--- config.mk ---
export PLATFORM = sky130hd
export DESIGN_NAME = hazard_unit
export DESIGN_NICKNAME = d
export VERILOG_FILES = /design/src/rtl/hazard_unit.sv
export SDC_FILE = /design/constraint.sdc
export NUM_CORES = 1
export LEC_CHECK = 0
export BUFFER_PORTS_ARGS = -buffer_cell sky130_fd_sc_hd__buf_2
export CAP_MARGIN = 0
export CORE_ASPECT_RATIO = 0.8
export CORE_MARGIN = 1
export CORE_UTILIZATION = 39
export DETAILED_ROUTE_END_ITERATION = 8
export PLACE_DENSITY = 0.78
export SLEW_MARGIN = 20
export SYNTH_ARGS = -nofsm -noshare
export SYNTH_HDL_FRONTEND = slang
export SYNTH_SLANG_ARGS = --single-unit
export TNS_END_PERCENT = 10
--- constraint.sdc ---
create_clock -name clk -period 1.81 [get_ports clk]
set_input_delay 0 -clock clk [delete_from_list [all_inputs] [get_ports clk]]
set_output_delay 0 -clock clk [all_outputs]
set_load 0.01 [all_outputs]
--- src/rtl/hazard_unit.sv ---
// hazard_unit: forwarding selects and stall/flush control for the 5-stage ARM
// pipeline. A two-state FSM holds the pipeline while a multi-cycle multiply
// occupies Execute.
// Optional build macro: HAZARD_PERF_CNT_EN adds saturating StallCycles and
// FlushCycles counters.
module hazard_unit #(
    parameter int MUL_CYCLES = 4,
    parameter int CNT_W      = 4
) (
    input  logic       clk,
    input  logic       reset_n,
    input  logic [3:0] RA1D,
    input  logic [3:0] RA2D,
    input  logic [3:0] RA1E,
    input  logic [3:0] RA2E,
    input  logic [3:0] WA3E,
    input  logic [3:0] WA3M,
    input  logic [3:0] WA3W,
    input  logic       RegWriteE,
    input  logic       RegWriteM,
    input  logic       RegWriteW,
    input  logic       MemtoRegE,
    input  logic       PCWrPendingF,
    input  logic       PCSrcW,
    input  logic       BranchTakenD,
    input  logic       MulOpE,
    output logic [1:0] ForwardAE,
    output logic [1:0] ForwardBE,
    output logic       StallF,
    output logic       StallD,
    output logic       StallE,
    output logic       FlushD,
    output logic       FlushE,
    output logic       FlushM,
    output logic       MulBusyE,
    output logic       MulDoneE
`ifdef HAZARD_PERF_CNT_EN
    ,
    output logic [31:0] StallCycles,
    output logic [31:0] FlushCycles
`endif
);

    typedef enum logic {IDLE = 1'b0, MUL_BUSY = 1'b1} state_t;

    // A single-cycle multiply never enters MUL_BUSY; the counter holds the
    // number of stall cycles still to come after the current one.
    localparam logic             MUL_MULTI = (MUL_CYCLES > 1);
    localparam logic [CNT_W-1:0] CNT_LOAD  = CNT_W'((MUL_CYCLES > 1) ? (MUL_CYCLES - 2) : 0);

    state_t           state_q, state_d;
    logic [CNT_W-1:0] cnt_q, cnt_d;
    logic             mul_stall;
    logic             mul_done;
    logic             ldr_stall;

    // Register 15 is the PC and is never forwarded; M has priority over W.
    function automatic logic [1:0] fwd_sel(input logic [3:0] ra);
        logic [1:0] sel;
        sel = 2'b00;
        if (ra != 4'hF) begin
            if (RegWriteM && (ra == WA3M))      sel = 2'b10;
            else if (RegWriteW && (ra == WA3W)) sel = 2'b01;
        end
        return sel;
    endfunction

    // Multiply FSM state and countdown registers.
    always_ff @(posedge clk or negedge reset_n) begin
        if (!reset_n) begin
            state_q <= IDLE;
            cnt_q   <= '0;
        end else begin
            state_q <= state_d;
            cnt_q   <= cnt_d;
        end
    end

    // Multiply FSM next state, stall request and completion pulse.
    always_comb begin
        state_d   = state_q;
        cnt_d     = cnt_q;
        mul_stall = 1'b0;
        mul_done  = 1'b0;
        case (state_q)
            IDLE: begin
                if (MulOpE && MUL_MULTI) begin
                    mul_stall = 1'b1;
                    state_d   = MUL_BUSY;
                    cnt_d     = CNT_LOAD;
                end
            end
            MUL_BUSY: begin
                if (cnt_q != '0) begin
                    mul_stall = 1'b1;
                    cnt_d     = cnt_q - CNT_W'(1);
                end else begin
                    mul_done = 1'b1;
                    state_d  = IDLE;
                end
            end
            default: state_d = IDLE;
        endcase
    end

    // Forwarding, load-use and stall/flush outputs; all forced low in reset.
    always_comb begin
        ForwardAE = 2'b00;
        ForwardBE = 2'b00;
        StallF    = 1'b0;
        StallD    = 1'b0;
        StallE    = 1'b0;
        FlushD    = 1'b0;
        FlushE    = 1'b0;
        FlushM    = 1'b0;
        MulBusyE  = 1'b0;
        MulDoneE  = 1'b0;
        ldr_stall = MemtoRegE && RegWriteE && ((RA1D == WA3E) || (RA2D == WA3E));
        if (reset_n) begin
            ForwardAE = fwd_sel(RA1E);
            ForwardBE = fwd_sel(RA2E);
            MulBusyE  = (state_q == MUL_BUSY);
            MulDoneE  = mul_done;
            if (mul_stall) begin
                // Multiply holds everything; pending flushes wait for release.
                StallF = 1'b1;
                StallD = 1'b1;
                StallE = 1'b1;
                FlushM = 1'b1;
            end else begin
                StallD = ldr_stall;
                StallF = ldr_stall || PCWrPendingF;
                FlushD = PCWrPendingF || PCSrcW || BranchTakenD;
                FlushE = ldr_stall || BranchTakenD;
            end
        end
    end

`ifdef HAZARD_PERF_CNT_EN
    logic [31:0] stall_cycles_q, stall_cycles_d;
    logic [31:0] flush_cycles_q, flush_cycles_d;

    // Saturating event counters for stall and flush cycles.
    always_comb begin
        stall_cycles_d = stall_cycles_q;
        flush_cycles_d = flush_cycles_q;
        if (StallF && (stall_cycles_q != 32'hFFFF_FFFF))
            stall_cycles_d = stall_cycles_q + 32'd1;
        if ((FlushD || FlushE || FlushM) && (flush_cycles_q != 32'hFFFF_FFFF))
            flush_cycles_d = flush_cycles_q + 32'd1;
    end

    // Performance counter registers.
    always_ff @(posedge clk or negedge reset_n) begin
        if (!reset_n) begin
            stall_cycles_q <= '0;
            flush_cycles_q <= '0;
        end else begin
            stall_cycles_q <= stall_cycles_d;
            flush_cycles_q <= flush_cycles_d;
        end
    end

    assign StallCycles = stall_cycles_q;
    assign FlushCycles = flush_cycles_q;
`endif

endmodule

# Word level (Yosys, flattened, before mapping)
# Index checks and enable logic that the tools add are counted.
[totals]
in_bits = 38
elab_cells = 55
output_inout_bits = 12
reg_bits = 5
[op_classes]
mux = 28
n_bitwise = 1
n_addsub = 1
n_reduce_logical = 13
n_eq_ne = 10
[op_table]
columns = ["operator", "n"]
rows = [
  ["4-bit equality test", 6],
  ["1-bit two-way mux", 18],
  ["2-bit two-way mux", 6],
  ["4-bit two-way mux", 2],
  ["4-bit inequality test, second input constant", 2],
  ["4-bit one-hot mux with 2 select lines", 1],
  ["1-bit logical AND", 6],
  ["1-bit logical OR", 5],
  ["4-bit nonzero test", 1],
  ["4-bit by 1-bit subtractor with 4-bit output, second input constant", 1],
  ["2-bit by 1-bit inequality test with 1-bit output, second input constant", 1],
  ["2-bit inequality test, second input constant", 1],
  ["1-bit one-hot mux with 2 select lines", 1],
  ["2-bit AND reduction", 1],
  ["1-bit inverter", 1],
]

# Logic depth before layout (Yosys ltp)
# Gate-level depths: netlist of run 1.
[logic_depth]
depth_word = 6
depth_mapped = 7

# Worst setup path after synthesis of run 1
# No wires, ideal clock.
[synth_path]
path_kind = "register to output"
from = "register cnt_q[0]"
to = "output port StallE"
path_stages_with_launch = 8
path_buffers = 1
slack_ps = 360
t_arrival_ps = 1450
required_time_ps = 1810
path_cell_list = "dfrtp_1 -> inv_1 -> ha_1 -> nor3b_2 -> a21o_1 -> inv_1 -> and2_1 -> buf_4"
[synth_via]
elab_chain_cells = 5
[synth_rtl]
columns = ["element", "line", "rtl"]
rows = [
  ["start: declaration", "52", "logic [CNT_W-1:0] cnt_q, cnt_d;"],
  ["start signal: assignment", "75", "cnt_q <= cnt_d;"],
  ["4-bit nonzero test", "94", "if (cnt_q != '0) begin"],
  ["1-bit two-way mux", "94", ""],
  ["1-bit one-hot mux with 2 select lines", "85", "case (state_q)"],
  ["net mul_stall", "53", "logic mul_stall;"],
  ["1-bit two-way mux (2 in a row)", "n/a", ""],
  ["end: declaration", "31", "output logic StallE,"],
]
# The timed path passes the listed nets, and every way through them passes these cells.

# Worst setup path after layout of run 1
[layout_path]
from = "register cnt_q[0]"
to = "output port StallF"
[layout_via]
elab_chain_cells = 5
[layout_rtl]
columns = ["element", "line", "rtl"]
rows = [
  ["4-bit nonzero test", "94", ""],
  ["1-bit two-way mux", "94", ""],
  ["1-bit one-hot mux with 2 select lines", "85", ""],
  ["net mul_stall", "53", ""],
  ["1-bit two-way mux", "124", "if (mul_stall) begin"],
  ["1-bit two-way mux", "119", "if (reset_n) begin"],
  ["end: declaration", "29", "output logic StallF,"],
]
# The timed path passes the listed nets, and every way through them passes these cells.

==> results of run 1 <==
[area by class of cell]
cell class	instances	area share, %
multi-input cells	76	51.8
repair buffers	56	29.4
flip-flops and latches	5	12.2
clock buffers	4	2.55
well taps	21	2.55
inverters	4	1.46
[flip-flops by register name, indices dropped and copies added (netlist names)]
| name | count |
|---|---|
| cnt_q | 4 |
| state_q | 1 |
[metrics by stage]
stage	utilization (%)	TNS [ps]	setup slack (ps)	power [mW]	area, sq um
after CTS	65.8	0	2.81	0.874	978
after global routing	69.2	-28.9	-28.9	1.06	1030
after floorplan	-	0	360	0.555	667
after detailed placement	62.3	0	247	0.711	926
after global placement	62.3	0	338	0.689	926
final	69.2	0	98.3	0.981	1030
[how the worst min path moves through the flow]
stage                  from              endpoint  slack, ps
floorplan           reset_n  cnt_q[0]$_DFFE_PN0P_       -300
global placement    reset_n     state_q$_DFF_PN0_       -140
detailed placement  reset_n  cnt_q[0]$_DFFE_PN0P_       -140
CTS                 reset_n  cnt_q[0]$_DFFE_PN0P_        140
global route        reset_n  cnt_q[0]$_DFFE_PN0P_        150
finish              reset_n     state_q$_DFF_PN0_        150
[power groups by stage]
stage	registers [mW]	clock network, mW	logic, mW
final	0.236	0.136	0.609
after global routing	0.243	0.149	0.664
after CTS	0.237	0.138	0.499
after detailed placement	0.231	0	0.479
after global placement	0.228	0	0.461
after floorplan	0.203	0	0.352
[per-layer routing]
layer  track usage, %  share of wire [%]  vias up
li1                 -                  -      415
met4             4.17                  0        0
met1             24.0                 45      344
met3             4.67                8.1        0
met5                0                  0        -
met2             36.3                 47       40
[cell families after synthesis]
logic type / Yosys count / share of synthesized area [%]
AOI/OAI and AO/OA: 12 / 11.6
xor gates and xnor gates: 23 / 30.2
adders and majority gates: 2 / 3.75
buffers and inverters: 6 / 4.13
DFF: 5 / 18.8
muxes: 1 / 1.69
and+or+nand+nor: 38 / 29.8
[placed cells by master, fill, tap and decap left out, types with 3 or more instances in the layout]
master,synthesis,final
buf_2,0,49
xor2_1,14,14
xnor2_1,9,9
nand2_1,8,8
nor2_1,8,8
dfrtp_1,5,5
buf_4,1,5
and2_1,4,4
nand4_1,4,4
nor4_1,4,4
nor3_1,4,4
o21ai_0,3,3
clkbuf_4,0,3
[repair_timing]
item	CTS	global route
cloned	0	0
setup endpoints to repair	3	5
setup buffers	0	5
hold buffers	2	0
gates resized for setup	1	4
pin swaps	0	2
endpoints found under the hold margin	7	0
==> results.json, run 1 <==
{
  "status": "finished, final reports clean",
  "grt_pass1_vias": 654,
  "start_util_pct": 44.9,
  "r2r-start": "cnt_q[0]$_DFFE_PN0P_",
  "ant_nets": 0,
  "netlist_instances": 87,
  "cts_sinks": 5,
  "crit_chain": "inv_2 > ha_4 > nor3b_4 > a21o_1 > inv_1 > nor2_1 > a21boi_1 > buf_2",
  "htree_num_levels": 1,
  "p_leak_nw": 0.527,
  "worst-path-stages": 8,
  "nNetsFinal": 186,
  "grtUsageTotal_pct": 20.3,
  "dp.cells": 155,
  "die_h_microns": 39.0,
  "dieArea_sq_um": 1880,
  "critPathLaunch": "cnt_q[0]$_DFFE_PN0P_",
  "power_frac_seq_pct": 24.1,
  "pwr-share-clk_pct": 13.9,
  "hold_viol": 0,
  "cp-endpoint": "StallF",
  "gr-total-overflow": 0,
  "clock_path_buffers": 2,
  "ys_seq_area_share_pct": 18.8,
  "multi_input_area_sq_um": 533,
  "area_delta_synth_final_pct": 54.2,
  "r2r_setup_slack_ps": 430,
  "pwr-share-comb_pct": 62.1,
  "r2r-end": "cnt_q[1]$_DFFE_PN0P_",
  "ys_warn_count": 0,
  "setup_viol_count_final": 0,
  "cts_tree": "built",
  "power_report.internal_total_uw": 570,
  "timing_max_transition_violations_final": 0,
  "fin_worst_skew_ps": 3.15,
  "ys_seq_elements": 5,
  "die_x_microns": 48.2,
  "numCtsBuffers": 3,
  "vias_per_cell": 4.81,
  "grt_max_degree": 14,
  "relSlewSlack_pct": 76.4,
  "crit_fanout": 4,
  "antenna_found_initial": 0,
  "avgSynthCellArea_sq_um": 7.67,
  "ir_worst_vdd_v": 0.000895,
  "port_buffers": 49,
  "yosys-top-cells-area": "dfrtp_1 19%, xor2_1 18%, xnor2_1 12%",
  "syn_nets": 127,
  "async_flop_share_pct": 100,
  "synth.largest_area_cell": "dfrtp_1",
  "netlist_area_sq_um": 667,
  "timing.final.crit_share_pct": 94.6,
  "synth_edf_count": 0,
  "synthFlopType": "dfrtp_1",
  "worstMarginPinSlew_ps": 350,
  "wl_microns": 1870,
  "num_vias": 799,
  "place_congestion": 0.749,
  "holdWs_ps": 151,
  "max_stage_delay_ps": 380,
  "power_density_nw_per_um2": 954,
  "seqCellArea_sq_um": 125,
  "core_region_area_sq_um": 1490,
  "endpoint_kind": "primary output",
  "rows": 12,
  "power_switching_uw": 411,
  "worstSetupStartpointType": "flop",
  "clock_latency_ps": 250,
  "place_hpwl_microns": 1480,
  "cts.clk_slew.worst_paths_ps": 50,
  "drtPass1Iterations": 4,
  "drtIter0Drc": 16,
  "yosysMostFrequentCell": "xor2_1",
  "synth_cell_types": 26,
  "synth_top_area_share_pct": 18.8,
  "grt_pass1_wl_microns": 2620,
  "remaining_drc_errors": 0,
  "worstRegToRegCells": 6,
  "diodes": 0,
  "critPathBufInv": 3,
  "routedWlPerCell_microns": 11.3,
  "fin_crit_ps": 1710,
  "crit_family": "flip-flops",
  "swShare_pct": 41.9,
  "hold_class": "primary input to async pin",
  "critPathSlowestCell": "dfrtp_1",
  "finalNonFillerCells": 166,
  "maxCapViolCount": 0,
  "top_level_ports": 50,
  "drive_above_1_share_pct": 42.8,
  "worstPathRequired_ps": 1810,
  "synth_commonest_cells": "14 x xor2_1, 9 x xnor2_1, 8 x nand2_1, 8 x nor2_1, 5 x dfrtp_1",
  "worstSetupPathType": "flop to primary output",
  "cp.arrival_ps": 1710,
  "num-fill-cells": 131,
  "fmax_ghz": 0.584,
  "cts_root_buf": "clkbuf_4"
}
(Power assumes the default switching activity.)
==> run 2, diff against run 1 <==
==> config.mk (replaced) <==
export PLATFORM = sky130hd
export DESIGN_NAME = hazard_unit
export DESIGN_NICKNAME = d
export VERILOG_FILES = /design/src/rtl/hazard_unit.sv
export SDC_FILE = /design/constraint.sdc
export NUM_CORES = 1
export LEC_CHECK = 0
export CAP_MARGIN = 0
export CORE_MARGIN = 1
export CORE_UTILIZATION = 50
export DETAILED_ROUTE_END_ITERATION = 8
export DONT_BUFFER_PORTS = 1
export SLEW_MARGIN = 20
export SYNTH_ARGS = -nofsm -noshare
export SYNTH_HDL_FRONTEND = slang
export SYNTH_SLANG_ARGS = --single-unit
export TNS_END_PERCENT = 10
==> run 2 against run 1 <==
Compared with the run above: sequential power barely moved; combinational power fell by 31%; non-clock buffer count fell by 52; wire length fell by 18%; final cell count fell by 36%; sequential share of layout area rose by 4.7 points; die area fell by 21%; setup slack improved by 38 ps; clock power fell by 4%; register-to-register slack got worse by 30 ps; highest routed layer unchanged.
==> results.json, run 2 (same netlist as run 1, synthesis figures left out) <==
{
  "pwr-share-clk_pct": 16.6,
  "most-common-layout-cells": "14 x xor2_1, 9 x xnor2_1, 8 x nand2_1, 8 x nor2_1, 5 x dfrtp_1",
  "ant_nets": 0,
  "fin_worst_skew_ps": 1.76,
  "power_report.internal_total_uw": 463,
  "status": "finished, final reports clean",
  "top_regs": "cnt_q (4), state_q (1)",
  "diodes": 0,
  "place_ws_ps": 338,
  "drtPass1Iterations": 4,
  "setup_viol_count_final": 0,
  "remaining_drc_errors": 0,
  "grt_pass1_vias": 561,
  "drive_above_1_share_pct": 8.60,
  "r2r-start": "cnt_q[0]$_DFFE_PN0P_",
  "swShare_pct": 41.3,
  "gr-total-overflow": 0,
  "fin_tns_setup_ps": 0,
  "cts_tree": "built",
  "die_x_microns": 38.5,
  "power_switching_uw": 326,
  "nNetsFinal": 134,
  "crit_path_frequent_cell": "inv_1",
  "cts_sinks": 5,
  "relSlewSlack_pct": 74.9,
  "clock_latency_ps": 240,
  "power_density_nw_per_um2": 1060,
  "top_level_ports": 50,
  "port_buffers": 0,
  "core_region_area_sq_um": 1170,
  "start_util_pct": 56.9,
  "fin_crit_ps": 1670,
  "antenna_found_initial": 0,
  "grt_max_degree": 10,
  "stdcell_area_sq_um": 743,
  "worstSetupStartpointType": "flop",
  "drtIter0Drc": 5,
  "power_frac_seq_pct": 30.1,
  "timing_max_transition_violations_final": 0,
  "critPathLaunch": "cnt_q[0]$_DFFE_PN0P_",
  "worstMarginPinSlew_ps": 374,
  "endpoint_kind": "primary output",
  "rows": 12,
  "cts.clk_slew.worst_paths_ps": 50,
  "maxCapViolCount": 0,
  "hold_class": "primary input to flop",
  "ir_worst_vdd_v": 0.000960,
  "finalNonFillerCells": 107,
  "largest_reg_flops": 4,
  "vias_per_cell": 5.76,
  "hold_viol": 0,
  "numCtsBuffers": 3,
  "fin_ws_ps": 136,
  "pwr-share-comb_pct": 53.2,
  "grtUsageTotal_pct": 22.0,
  "timing.final.crit_share_pct": 92.5,
  "place_hpwl_microns": 1190,
  "p_leak_nw": 0.311,
  "htree_num_levels": 1,
  "placed_cell_area_sq_um": 672,
  "crit_fanout": 4,
  "area_delta_synth_final_pct": 11.4,
  "worstPathRequired_ps": 1810,
  "clock_path_buffers": 2,
  "grt_pass1_wl_microns": 2180,
  "cts_root_buf": "clkbuf_4",
  "holdWs_ps": 53.9,
  "place_congestion": 0.833,
  "hp-start": "MulOpE",
  "dp.cells": 99,
  "top_register": "cnt_q",
  "mostFrequentLayoutCell": "xor2_1",
  "die_h_microns": 38.5,
  "crit_chain": "inv_1 > ha_1 > nor3b_4 > a21o_1 > inv_1 > and2_1",
  "wl_microns": 1530,
  "critPathSlowestCell": "dfrtp_1",
  "cp.arrival_ps": 1670,
  "max_stage_delay_ps": 390,
  "worstSetupPathType": "flop to primary output",
  "routedWlPerCell_microns": 14.3,
  "fmax_ghz": 0.597,
  "num-fill-cells": 110,
  "num_vias": 616,
  "dieArea_sq_um": 1480
}
[run 2: per-layer routing]
| metal | up-vias | global-route usage (%) | share of wire [%] |
|---|---|---|---|
| met5 | - | 0 | 0 |
| met4 | 0 | 5.17 | 0 |
| met3 | 0 | 8.14 | 13 |
| met2 | 41 | 37.9 | 46 |
| met1 | 260 | 25.4 | 41 |
| li1 | 315 | - | - |
[run 2: worst paths after layout]
kind                            slack [ps]                   end  depth (start not counted)
min in group asynchronous               60  cnt_q[2]$_DFFE_PN0P_                          1
worst max-delay path                   140                StallE                          6
worst min register to register         590  cnt_q[2]$_DFFE_PN0P_                          1
worst max register to register         400  cnt_q[0]$_DFFE_PN0P_                          7
max in group asynchronous             1550  cnt_q[1]$_DFFE_PN0P_                          1
worst min-delay path                    50  cnt_q[2]$_DFFE_PN0P_                          3
[run 2: power by group through the flow]
stage	clock [mW]	combinational, mW	sequential (mW)
6_report	0.131	0.420	0.238
5_1_grt	0.148	0.486	0.248
4_1_cts	0.130	0.382	0.228
3_5_place_dp	0	0.371	0.230
3_3_place_gp	0	0.367	0.228
2_1_floorplan	0	0.352	0.203
[run 2: what timing repair did]
item,CTS,global route
endpoints found under the hold margin,7,0
setup buffers,0,2
hold buffers,2,0
gates resized for setup,0,2
endpoints found under the setup margin,0,5
[run 2: worst max-delay path: cells and delay by family (launching register included)]
kind | cells | cell delay [ps]
and+or+nand+nor | 2 | 480
AOI/OAI and AO/OA | 1 | 210
adders and majority gates | 1 | 170
buffers and inverters | 2 | 180
DFF | 1 | 390
[run 2: per-stage QoR]
| stage | power (mW) | util [%] |
|---|---|---|
| after global placement | 0.595 | 57.4 |
| after global routing | 0.881 | 63.5 |
| after detailed placement | 0.601 | 57.4 |
| final | 0.790 | 63.5 |
| after floorplan | 0.555 | - |
| after CTS | 0.740 | 61.3 |
[run 2: layout make-up]
class	count	area, sq um	area share, %
Clock buffer	4	26.3	3.54
Inverter	4	15.0	2.02
Multi-Input combinational cell	76	524	70.5
Sequential cell	5	125	16.8
Tap cell	14	17.5	2.36
Timing Repair Buffer	4	35.0	4.71
